==> src/rtl/wb_pkg.sv <==
// Shared types and constants for the wb_retire writeback/retire stage.
package wb_pkg;

  localparam int DW    = 16;
  localparam int TW    = 5;
  localparam int NSLOT = 4;
  localparam int CNT_W = 8;

  // Slot indices double as the priority order: a higher index wins a tag conflict.
  localparam int SLOT_A0 = 0;
  localparam int SLOT_A1 = 1;
  localparam int SLOT_M  = 2;
  localparam int SLOT_LS = 3;

  typedef logic [DW-1:0]    data_t;
  typedef logic [TW-1:0]    tag_t;
  typedef logic [CNT_W-1:0] cnt_t;

  typedef enum logic [0:0] {
    IDLE    = 1'b0,
    WAIT_LD = 1'b1
  } wb_state_e;

  function automatic logic [2:0] en_count(input logic [NSLOT-1:0] en);
    logic [2:0] sum;
    sum = '0;
    for (int i = 0; i < NSLOT; i++) begin
      sum = sum + {2'b00, en[i]};
    end
    return sum;
  endfunction

endpackage

==> src/rtl/wb_retire_if.sv <==
// MEM-stage bundle, memory read return and regfile write ports of wb_retire.
interface wb_retire_if;
  import wb_pkg::*;

  logic  in_valid;
  logic  in_ready;
  logic  a0_v, a1_v, m_v, ls_v;
  logic  a0_sq, a1_sq, m_sq, ls_sq;
  data_t memA0_Rd, memA1_Rd, memM_Rd, memLS_Rd;
  tag_t  tmemA0_Rd, tmemA1_Rd, tmemM_Rd, tmemLS_Rd;
  logic  ls_is_load;
  logic  rd_valid;
  data_t rd_data;
  data_t a0_wr, a1_wr, m_wr, ls_wr;
  tag_t  a0_tag, a1_tag, m_tag, ls_tag;
  logic  a0_en, a1_en, m_en, ls_en;
  logic  stall;
  logic  wconflict;
  logic  ld_timeout;

  modport master (
    output in_valid, a0_v, a1_v, m_v, ls_v, a0_sq, a1_sq, m_sq, ls_sq,
           memA0_Rd, memA1_Rd, memM_Rd, memLS_Rd,
           tmemA0_Rd, tmemA1_Rd, tmemM_Rd, tmemLS_Rd,
           ls_is_load, rd_valid, rd_data,
    input  in_ready, a0_wr, a1_wr, m_wr, ls_wr, a0_tag, a1_tag, m_tag, ls_tag,
           a0_en, a1_en, m_en, ls_en, stall, wconflict, ld_timeout
  );

  modport slave (
    input  in_valid, a0_v, a1_v, m_v, ls_v, a0_sq, a1_sq, m_sq, ls_sq,
           memA0_Rd, memA1_Rd, memM_Rd, memLS_Rd,
           tmemA0_Rd, tmemA1_Rd, tmemM_Rd, tmemLS_Rd,
           ls_is_load, rd_valid, rd_data,
    output in_ready, a0_wr, a1_wr, m_wr, ls_wr, a0_tag, a1_tag, m_tag, ls_tag,
           a0_en, a1_en, m_en, ls_en, stall, wconflict, ld_timeout
  );

endinterface

==> src/rtl/wb_conflict_resolve.sv <==
// Combinational same-tag resolution across the four slots; higher slot index wins.
module wb_conflict_resolve
  import wb_pkg::*;
(
  input  logic [NSLOT-1:0]         eff_i,
  input  logic [NSLOT-1:0][TW-1:0] tag_i,
  output logic [NSLOT-1:0]         keep_o,
  output logic                     conflict_o
);

  // A slot loses if any effective higher-priority slot targets the same tag,
  // whether or not that winner itself survives.
  always_comb begin
    keep_o     = eff_i;
    conflict_o = 1'b0;
    for (int lo = 0; lo < NSLOT; lo++) begin
      for (int hi = lo + 1; hi < NSLOT; hi++) begin
        if (eff_i[lo] && eff_i[hi] && (tag_i[lo] == tag_i[hi])) begin
          keep_o[lo] = 1'b0;
          conflict_o = 1'b1;
        end
      end
    end
  end

endmodule

==> src/rtl/wb_retire.sv <==
// Writeback/retire stage: resolves bundle write conflicts and holds LS loads for read data.
// Optional macro WB_RETIRE_CNT_EN adds cnt_clr input and retire_cnt write-enable counter.
module wb_retire
  import wb_pkg::*;
#(
  parameter int LD_TIMEOUT = 15
) (
  input  logic        clk,
  input  logic        rst_n,
`ifdef WB_RETIRE_CNT_EN
  input  logic        cnt_clr,
  output logic [31:0] retire_cnt,
`endif
  wb_retire_if.slave  bus
);

  localparam cnt_t LD_LIMIT = cnt_t'(LD_TIMEOUT);

  wb_state_e state_q, state_d;
  cnt_t      cnt_q, cnt_d;
  tag_t      ld_tag_q, ld_tag_d;

  logic [NSLOT-1:0][DW-1:0] wr_q, wr_d;
  logic [NSLOT-1:0][TW-1:0] tag_q, tag_d;
  logic [NSLOT-1:0]         en_q, en_d;
  logic                     wconflict_q, wconflict_d;
  logic                     ld_timeout_q, ld_timeout_d;

  logic                     stall;
  logic                     accept;
  logic [NSLOT-1:0]         eff;
  logic [NSLOT-1:0]         keep;
  logic                     conflict;
  logic [NSLOT-1:0][DW-1:0] data_in;
  logic [NSLOT-1:0][TW-1:0] tag_in;

  assign stall  = (state_q == WAIT_LD);
  assign accept = bus.in_valid & ~stall;

  // Packing order follows the slot indices: {LS, M, A1, A0}.
  assign data_in = {bus.memLS_Rd, bus.memM_Rd, bus.memA1_Rd, bus.memA0_Rd};
  assign tag_in  = {bus.tmemLS_Rd, bus.tmemM_Rd, bus.tmemA1_Rd, bus.tmemA0_Rd};
  assign eff     = {accept & bus.ls_v & ~bus.ls_sq,
                    accept & bus.m_v  & ~bus.m_sq,
                    accept & bus.a1_v & ~bus.a1_sq,
                    accept & bus.a0_v & ~bus.a0_sq};

  wb_conflict_resolve u_resolve (
    .eff_i      (eff),
    .tag_i      (tag_in),
    .keep_o     (keep),
    .conflict_o (conflict)
  );

  always_comb begin
    state_d      = state_q;
    cnt_d        = cnt_q;
    ld_tag_d     = ld_tag_q;
    wr_d         = wr_q;
    tag_d        = tag_q;
    en_d         = '0;
    wconflict_d  = 1'b0;
    ld_timeout_d = 1'b0;

    case (state_q)
      IDLE: begin
        if (accept) begin
          for (int s = SLOT_A0; s <= SLOT_M; s++) begin
            wr_d[s]  = data_in[s];
            tag_d[s] = tag_in[s];
            en_d[s]  = keep[s];
          end
          wconflict_d = conflict;
          if (keep[SLOT_LS]) begin
            if (bus.ls_is_load) begin
              state_d  = WAIT_LD;
              cnt_d    = '0;
              ld_tag_d = tag_in[SLOT_LS];
            end else begin
              wr_d[SLOT_LS]  = data_in[SLOT_LS];
              tag_d[SLOT_LS] = tag_in[SLOT_LS];
              en_d[SLOT_LS]  = 1'b1;
            end
          end
        end
      end
      WAIT_LD: begin
        // Read data on the final allowed cycle still counts as a successful load.
        if (bus.rd_valid) begin
          wr_d[SLOT_LS]  = bus.rd_data;
          tag_d[SLOT_LS] = ld_tag_q;
          en_d[SLOT_LS]  = 1'b1;
          state_d        = IDLE;
        end else if (cnt_q == LD_LIMIT) begin
          ld_timeout_d = 1'b1;
          state_d      = IDLE;
        end else begin
          cnt_d = cnt_q + cnt_t'(1);
        end
      end
      default: state_d = IDLE;
    endcase
  end

  always_ff @(posedge clk or negedge rst_n) begin
    if (!rst_n) begin
      state_q      <= IDLE;
      cnt_q        <= '0;
      ld_tag_q     <= '0;
      wr_q         <= '0;
      tag_q        <= '0;
      en_q         <= '0;
      wconflict_q  <= 1'b0;
      ld_timeout_q <= 1'b0;
    end else begin
      state_q      <= state_d;
      cnt_q        <= cnt_d;
      ld_tag_q     <= ld_tag_d;
      wr_q         <= wr_d;
      tag_q        <= tag_d;
      en_q         <= en_d;
      wconflict_q  <= wconflict_d;
      ld_timeout_q <= ld_timeout_d;
    end
  end

  assign bus.in_ready   = ~stall;
  assign bus.stall      = stall;
  assign bus.wconflict  = wconflict_q;
  assign bus.ld_timeout = ld_timeout_q;
  assign bus.a0_wr      = wr_q[SLOT_A0];
  assign bus.a1_wr      = wr_q[SLOT_A1];
  assign bus.m_wr       = wr_q[SLOT_M];
  assign bus.ls_wr      = wr_q[SLOT_LS];
  assign bus.a0_tag     = tag_q[SLOT_A0];
  assign bus.a1_tag     = tag_q[SLOT_A1];
  assign bus.m_tag      = tag_q[SLOT_M];
  assign bus.ls_tag     = tag_q[SLOT_LS];
  assign bus.a0_en      = en_q[SLOT_A0];
  assign bus.a1_en      = en_q[SLOT_A1];
  assign bus.m_en       = en_q[SLOT_M];
  assign bus.ls_en      = en_q[SLOT_LS];

`ifdef WB_RETIRE_CNT_EN
  logic [31:0] retire_cnt_q, retire_cnt_d;

  always_comb begin
    retire_cnt_d = retire_cnt_q + {29'd0, en_count(en_q)};
    if (cnt_clr) begin
      retire_cnt_d = '0;
    end
  end

  always_ff @(posedge clk or negedge rst_n) begin
    if (!rst_n) begin
      retire_cnt_q <= '0;
    end else begin
      retire_cnt_q <= retire_cnt_d;
    end
  end

  assign retire_cnt = retire_cnt_q;
`endif

endmodule

==> src/flat_wrapper.sv <==
// flat-port wrapper written by rule: the top's interface ports become plain ports
module wb_retire_flat import wb_pkg::*;
#(
  parameter int LD_TIMEOUT = 15
)
  (clk, rst_n, bus_in_valid, bus_a0_v, bus_a1_v, bus_m_v, bus_ls_v, bus_a0_sq, bus_a1_sq, bus_m_sq, bus_ls_sq, bus_memA0_Rd, bus_memA1_Rd, bus_memM_Rd, bus_memLS_Rd, bus_tmemA0_Rd, bus_tmemA1_Rd, bus_tmemM_Rd, bus_tmemLS_Rd, bus_ls_is_load, bus_rd_valid, bus_rd_data, bus_in_ready, bus_a0_wr, bus_a1_wr, bus_m_wr, bus_ls_wr, bus_a0_tag, bus_a1_tag, bus_m_tag, bus_ls_tag, bus_a0_en, bus_a1_en, bus_m_en, bus_ls_en, bus_stall, bus_wconflict, bus_ld_timeout);
  wb_retire_if bus_i ();
  input  logic clk;
  input  logic rst_n;
  input wire logic [$bits(bus_i.in_valid)-1:0] bus_in_valid;
  input wire logic [$bits(bus_i.a0_v)-1:0] bus_a0_v;
  input wire logic [$bits(bus_i.a1_v)-1:0] bus_a1_v;
  input wire logic [$bits(bus_i.m_v)-1:0] bus_m_v;
  input wire logic [$bits(bus_i.ls_v)-1:0] bus_ls_v;
  input wire logic [$bits(bus_i.a0_sq)-1:0] bus_a0_sq;
  input wire logic [$bits(bus_i.a1_sq)-1:0] bus_a1_sq;
  input wire logic [$bits(bus_i.m_sq)-1:0] bus_m_sq;
  input wire logic [$bits(bus_i.ls_sq)-1:0] bus_ls_sq;
  input wire logic [$bits(bus_i.memA0_Rd)-1:0] bus_memA0_Rd;
  input wire logic [$bits(bus_i.memA1_Rd)-1:0] bus_memA1_Rd;
  input wire logic [$bits(bus_i.memM_Rd)-1:0] bus_memM_Rd;
  input wire logic [$bits(bus_i.memLS_Rd)-1:0] bus_memLS_Rd;
  input wire logic [$bits(bus_i.tmemA0_Rd)-1:0] bus_tmemA0_Rd;
  input wire logic [$bits(bus_i.tmemA1_Rd)-1:0] bus_tmemA1_Rd;
  input wire logic [$bits(bus_i.tmemM_Rd)-1:0] bus_tmemM_Rd;
  input wire logic [$bits(bus_i.tmemLS_Rd)-1:0] bus_tmemLS_Rd;
  input wire logic [$bits(bus_i.ls_is_load)-1:0] bus_ls_is_load;
  input wire logic [$bits(bus_i.rd_valid)-1:0] bus_rd_valid;
  input wire logic [$bits(bus_i.rd_data)-1:0] bus_rd_data;
  output wire logic [$bits(bus_i.in_ready)-1:0] bus_in_ready;
  output wire logic [$bits(bus_i.a0_wr)-1:0] bus_a0_wr;
  output wire logic [$bits(bus_i.a1_wr)-1:0] bus_a1_wr;
  output wire logic [$bits(bus_i.m_wr)-1:0] bus_m_wr;
  output wire logic [$bits(bus_i.ls_wr)-1:0] bus_ls_wr;
  output wire logic [$bits(bus_i.a0_tag)-1:0] bus_a0_tag;
  output wire logic [$bits(bus_i.a1_tag)-1:0] bus_a1_tag;
  output wire logic [$bits(bus_i.m_tag)-1:0] bus_m_tag;
  output wire logic [$bits(bus_i.ls_tag)-1:0] bus_ls_tag;
  output wire logic [$bits(bus_i.a0_en)-1:0] bus_a0_en;
  output wire logic [$bits(bus_i.a1_en)-1:0] bus_a1_en;
  output wire logic [$bits(bus_i.m_en)-1:0] bus_m_en;
  output wire logic [$bits(bus_i.ls_en)-1:0] bus_ls_en;
  output wire logic [$bits(bus_i.stall)-1:0] bus_stall;
  output wire logic [$bits(bus_i.wconflict)-1:0] bus_wconflict;
  output wire logic [$bits(bus_i.ld_timeout)-1:0] bus_ld_timeout;
  assign bus_i.in_valid = bus_in_valid;
  assign bus_i.a0_v = bus_a0_v;
  assign bus_i.a1_v = bus_a1_v;
  assign bus_i.m_v = bus_m_v;
  assign bus_i.ls_v = bus_ls_v;
  assign bus_i.a0_sq = bus_a0_sq;
  assign bus_i.a1_sq = bus_a1_sq;
  assign bus_i.m_sq = bus_m_sq;
  assign bus_i.ls_sq = bus_ls_sq;
  assign bus_i.memA0_Rd = bus_memA0_Rd;
  assign bus_i.memA1_Rd = bus_memA1_Rd;
  assign bus_i.memM_Rd = bus_memM_Rd;
  assign bus_i.memLS_Rd = bus_memLS_Rd;
  assign bus_i.tmemA0_Rd = bus_tmemA0_Rd;
  assign bus_i.tmemA1_Rd = bus_tmemA1_Rd;
  assign bus_i.tmemM_Rd = bus_tmemM_Rd;
  assign bus_i.tmemLS_Rd = bus_tmemLS_Rd;
  assign bus_i.ls_is_load = bus_ls_is_load;
  assign bus_i.rd_valid = bus_rd_valid;
  assign bus_i.rd_data = bus_rd_data;
  assign bus_in_ready = bus_i.in_ready;
  assign bus_a0_wr = bus_i.a0_wr;
  assign bus_a1_wr = bus_i.a1_wr;
  assign bus_m_wr = bus_i.m_wr;
  assign bus_ls_wr = bus_i.ls_wr;
  assign bus_a0_tag = bus_i.a0_tag;
  assign bus_a1_tag = bus_i.a1_tag;
  assign bus_m_tag = bus_i.m_tag;
  assign bus_ls_tag = bus_i.ls_tag;
  assign bus_a0_en = bus_i.a0_en;
  assign bus_a1_en = bus_i.a1_en;
  assign bus_m_en = bus_i.m_en;
  assign bus_ls_en = bus_i.ls_en;
  assign bus_stall = bus_i.stall;
  assign bus_wconflict = bus_i.wconflict;
  assign bus_ld_timeout = bus_i.ld_timeout;
  wb_retire #(.LD_TIMEOUT(LD_TIMEOUT)) u_core (.clk(clk), .rst_n(rst_n), .bus(bus_i));
endmodule
==> config.mk <==
export PLATFORM = sky130hd
export DESIGN_NAME = wb_retire_flat
export DESIGN_NICKNAME = d
export VERILOG_FILES = /design/src/rtl/wb_pkg.sv /design/src/rtl/wb_retire_if.sv /design/src/rtl/wb_conflict_resolve.sv /design/src/rtl/wb_retire.sv /design/src/flat_wrapper.sv
export SDC_FILE = /design/constraint.sdc
export NUM_CORES = 1
export LEC_CHECK = 0
export BUFFER_PORTS_ARGS = -buffer_cell sky130_fd_sc_hd__buf_2
export CORE_MARGIN = 4
export CORE_UTILIZATION = 35
export CTS_CLUSTER_DIAMETER = 100
export DETAILED_ROUTE_END_ITERATION = 8
export GPL_TIMING_DRIVEN = 1
export PLACE_DENSITY = 0.71
export SLEW_MARGIN = 20
export SYNTH_ARGS = -nofsm -noshare
export SYNTH_HDL_FRONTEND = slang
export SYNTH_SLANG_ARGS = --single-unit
==> constraint.sdc <==
create_clock -name clk -period 3.4 [get_ports clk]
set_input_delay 0.68 -clock clk [delete_from_list [all_inputs] [get_ports clk]]
set_output_delay 0.68 -clock clk [all_outputs]
set_load 0.005 [all_outputs]
==> metrics <==
Routed WL per cell=15.9 um; Critical Path Source Type=primary input; clock-pin slew on the worst setup and hold paths=70 ps; I/O pins=205; max-cap violations=0; max-slew violations=0; ANT nets after route=0; CP max stage cell=a21oi_4; number of diodes=0; synthesized instance count=343; TNS Setup=0 ps; Inst Count DP=702; Worst EP arrival=2230 ps; die height=123 um; clock sink total=104; CTS Root Cell=clkbuf_16; Post-synth EDFFs=0; Cell Chain, Critical Path=buf_2 > and4bb_2 > nand2b_1 > a21oi_4 > mux2_2; Hold Fails Final Rpt=0; largest stage delay on the critical path=580 ps; RSZ-0062 raised after global routing=no; relative slew slack=53.9%; min Tclk post-route=2010 ps; Initial Util=36.3%; gr ovfl total=0; Syn Nets=457; cell family with most CP delay=compound AO/OA/AOI/OAI gates; placed instance area=0.00581 mm2; gpl congestion=0.784; Hold Crit Class=primary input to asynchronous set/reset pin; CTS Buffer Depth=2; asr flop ratio synth=100%; VDD IR max=0.000268 V; # setup viols final=0; number of global-route vias before repair=3661; met2 Use GR=24.7%; Via Count=3470; starting DRC count in detailed routing=199; Top Usage Layer GRT=met2; first-pass GRT wire length=17600 um; register area share after synthesis=56.2%; largest net degree at the start of global routing=86; #FFs+latches synth=104; via density per instance=4.83; Fillers=1168; cell area after layout=0.00611 mm2; antenna violations before repair=0; PD cells=518 mW/mm2; Setup Buffers After CTS=0; Mean Syn Cell Area=13.5 um2; die area=0.0151 mm2; DR DRC count=0; # resized after CTS=0; Ys Warns=0; TritonCTS Buffers=9; worst slew pin tran=690 ps; Netlist cell types=39; CP required=3620 ps; die width=123 um; status=complete, no violations; H-tree depth=3; Mapped Area=0.00463 mm2; Achievable Freq=499 MHz; Hold Worst Slack=360 ps; final core utilization=47.8%; layout cell share with drive strength beyond 1=56.8%; Synth-to-Final Area Change=31.7%; Non-Filler Instances=718; # hold bufs at CTS=0; ys flop type=dfrtp_1; DRT Pass-1 Iters=4; met1 global-route usage=18.0%; Final Skew=3.15 ps; P_leak=0.00299 uW; DP HPWL=8700 um; critical path class=primary input to register; row count=41; gr usage total=14.9%; Worst setup EP type=register; net total in the final layout=655; met3 GRT Util=4.99%; I/O Buffers=204; Total Routed Length=11400 um; CTS tree=yes; Core Region=0.0128 mm2; Skew-Pair Late Insertion Delay=340 ps; period utilization=59.0%; crit path max fanout=22; Buf+Inv Stages, Crit Path=1
-- synth_stat cells, types with 4 or more instances --
cell / number / area share, %
a22o_1: 22 / 4.2
buf_4: 6 / 0.97
clkbuf_1: 4 / 0.32
clkbuf_2: 5 / 0.54
dfrtp_1: 104 / 56
mux2_2: 84 / 20
nand2_1: 20 / 1.6
nand2b_1: 6 / 0.81
nand3_1: 5 / 0.54
nor2_1: 6 / 0.49
nor4_1: 4 / 0.54
xnor2_1: 19 / 3.6
xor2_1: 16 / 3.0
-- placed cells by master (no fill, tap or decap), drive strengths merged, types with 3 or more instances in the layout --
| cell | count |
|---|---|
| nor4 | 4 |
| a21oi | 3 |
| a22o | 22 |
| clkbuf | 13 |
| nor2 | 6 |
| buf | 207 |
| nand3 | 5 |
| mux2 | 84 |
| nand4 | 3 |
| dfrtp | 104 |
| nand2 | 20 |
| nand2b | 6 |
| xor2 | 16 |
| o21ai | 4 |
| nor3 | 3 |
| xnor2 | 19 |
-- flip-flops by register name (all words and copies together) (netlist names), 4 cells and up --
| name | cells |
|---|---|
| u_core.ld_tag_q | 5 |
| u_core.bus.m_tag | 5 |
| u_core.bus.a1_tag | 5 |
| u_core.bus.a1_wr | 16 |
| u_core.bus.m_wr | 16 |
| u_core.en_q | 4 |
| u_core.cnt_q | 8 |
| u_core.bus.ls_tag | 5 |
| u_core.bus.ls_wr | 16 |
| u_core.bus.a0_tag | 5 |
| u_core.bus.a0_wr | 16 |
-- routing by layer --
layer  vias to the layer above  wire length, um  part of all wire [%]
li1                       1615                -                     -
met1                      1695             4470                    39
met2                       149             5560                    49
met3                        11             1200                    10
met4                         0              181                   1.6
met5                         -                0                     0
-- layout make-up --
| type | instances | area (um2) | area share [%] |
|---|---|---|---|
| Tap cell | 172 | 215 | 3.52 |
| Multi-Input combinational cell | 217 | 1910 | 31.3 |
| Sequential cell | 104 | 2600 | 42.6 |
| Clock inverter | 3 | 40.0 | 0.656 |
| Inverter | 2 | 7.51 | 0.123 |
| Clock buffer | 13 | 260 | 4.26 |
| Timing Repair Buffer | 207 | 1070 | 17.5 |
-- power breakdown --
part	internal [uW]	total (uW)	switching, uW	leakage [uW]
logic	347	616	270	0.00157
registers	1420	1510	92.4	0.00127
clock network	609	1040	426	0.000150
-- final timing paths --
check / startpoint / slack (ps) / cells after the start / endpoint
max reg2reg: u_core.bus.stall$_DFF_PN0_ / 1400 / 4 / u_core.bus.ls_wr[8]$_DFFE_PN0P_
min reg2reg: u_core.ld_tag_q[2]$_DFFE_PN0P_ / 480 / 2 / u_core.ld_tag_q[2]$_DFFE_PN0P_
min in group clk: u_core.ld_tag_q[2]$_DFFE_PN0P_ / 480 / 2 / u_core.ld_tag_q[2]$_DFFE_PN0P_
min: rst_n / 360 / 1 / u_core.bus.ld_timeout$_DFF_PN0_
max in group asynchronous: rst_n / 2320 / 2 / u_core.bus.a1_tag[3]$_DFFE_PN0P_
max: bus_ls_sq / 1390 / 5 / u_core.bus.ls_wr[8]$_DFFE_PN0P_
-- per-stage QoR --
| step | setup slack, ps | power, uW |
|---|---|---|
| floorplan | 1500 | 1830 |
| global placement | 1080 | 2140 |
| detailed placement | 1020 | 2160 |
| CTS | 1370 | 3210 |
| global route | 1270 | 3340 |
| finish | 1390 | 3160 |
-- logic make-up (layout without fill, tap and decap cells) --
kind of cell / count (synthesis) / count (layout) / share of synthesized area [%]
AND/OR/NAND/NOR: 62 / 62 / 7.42
AO/OA/AOI/OAI: 35 / 35 / 6.32
multiplexers: 84 / 84 / 20.4
flip-flops: 104 / 104 / 56.2
XOR/XNOR: 35 / 35 / 6.61
adder cells (fa/ha/maj): 1 / 1 / 0.270
buffers and inverters: 22 / 225 / 2.81
Note: power is estimated with default switching activity, not from simulation.
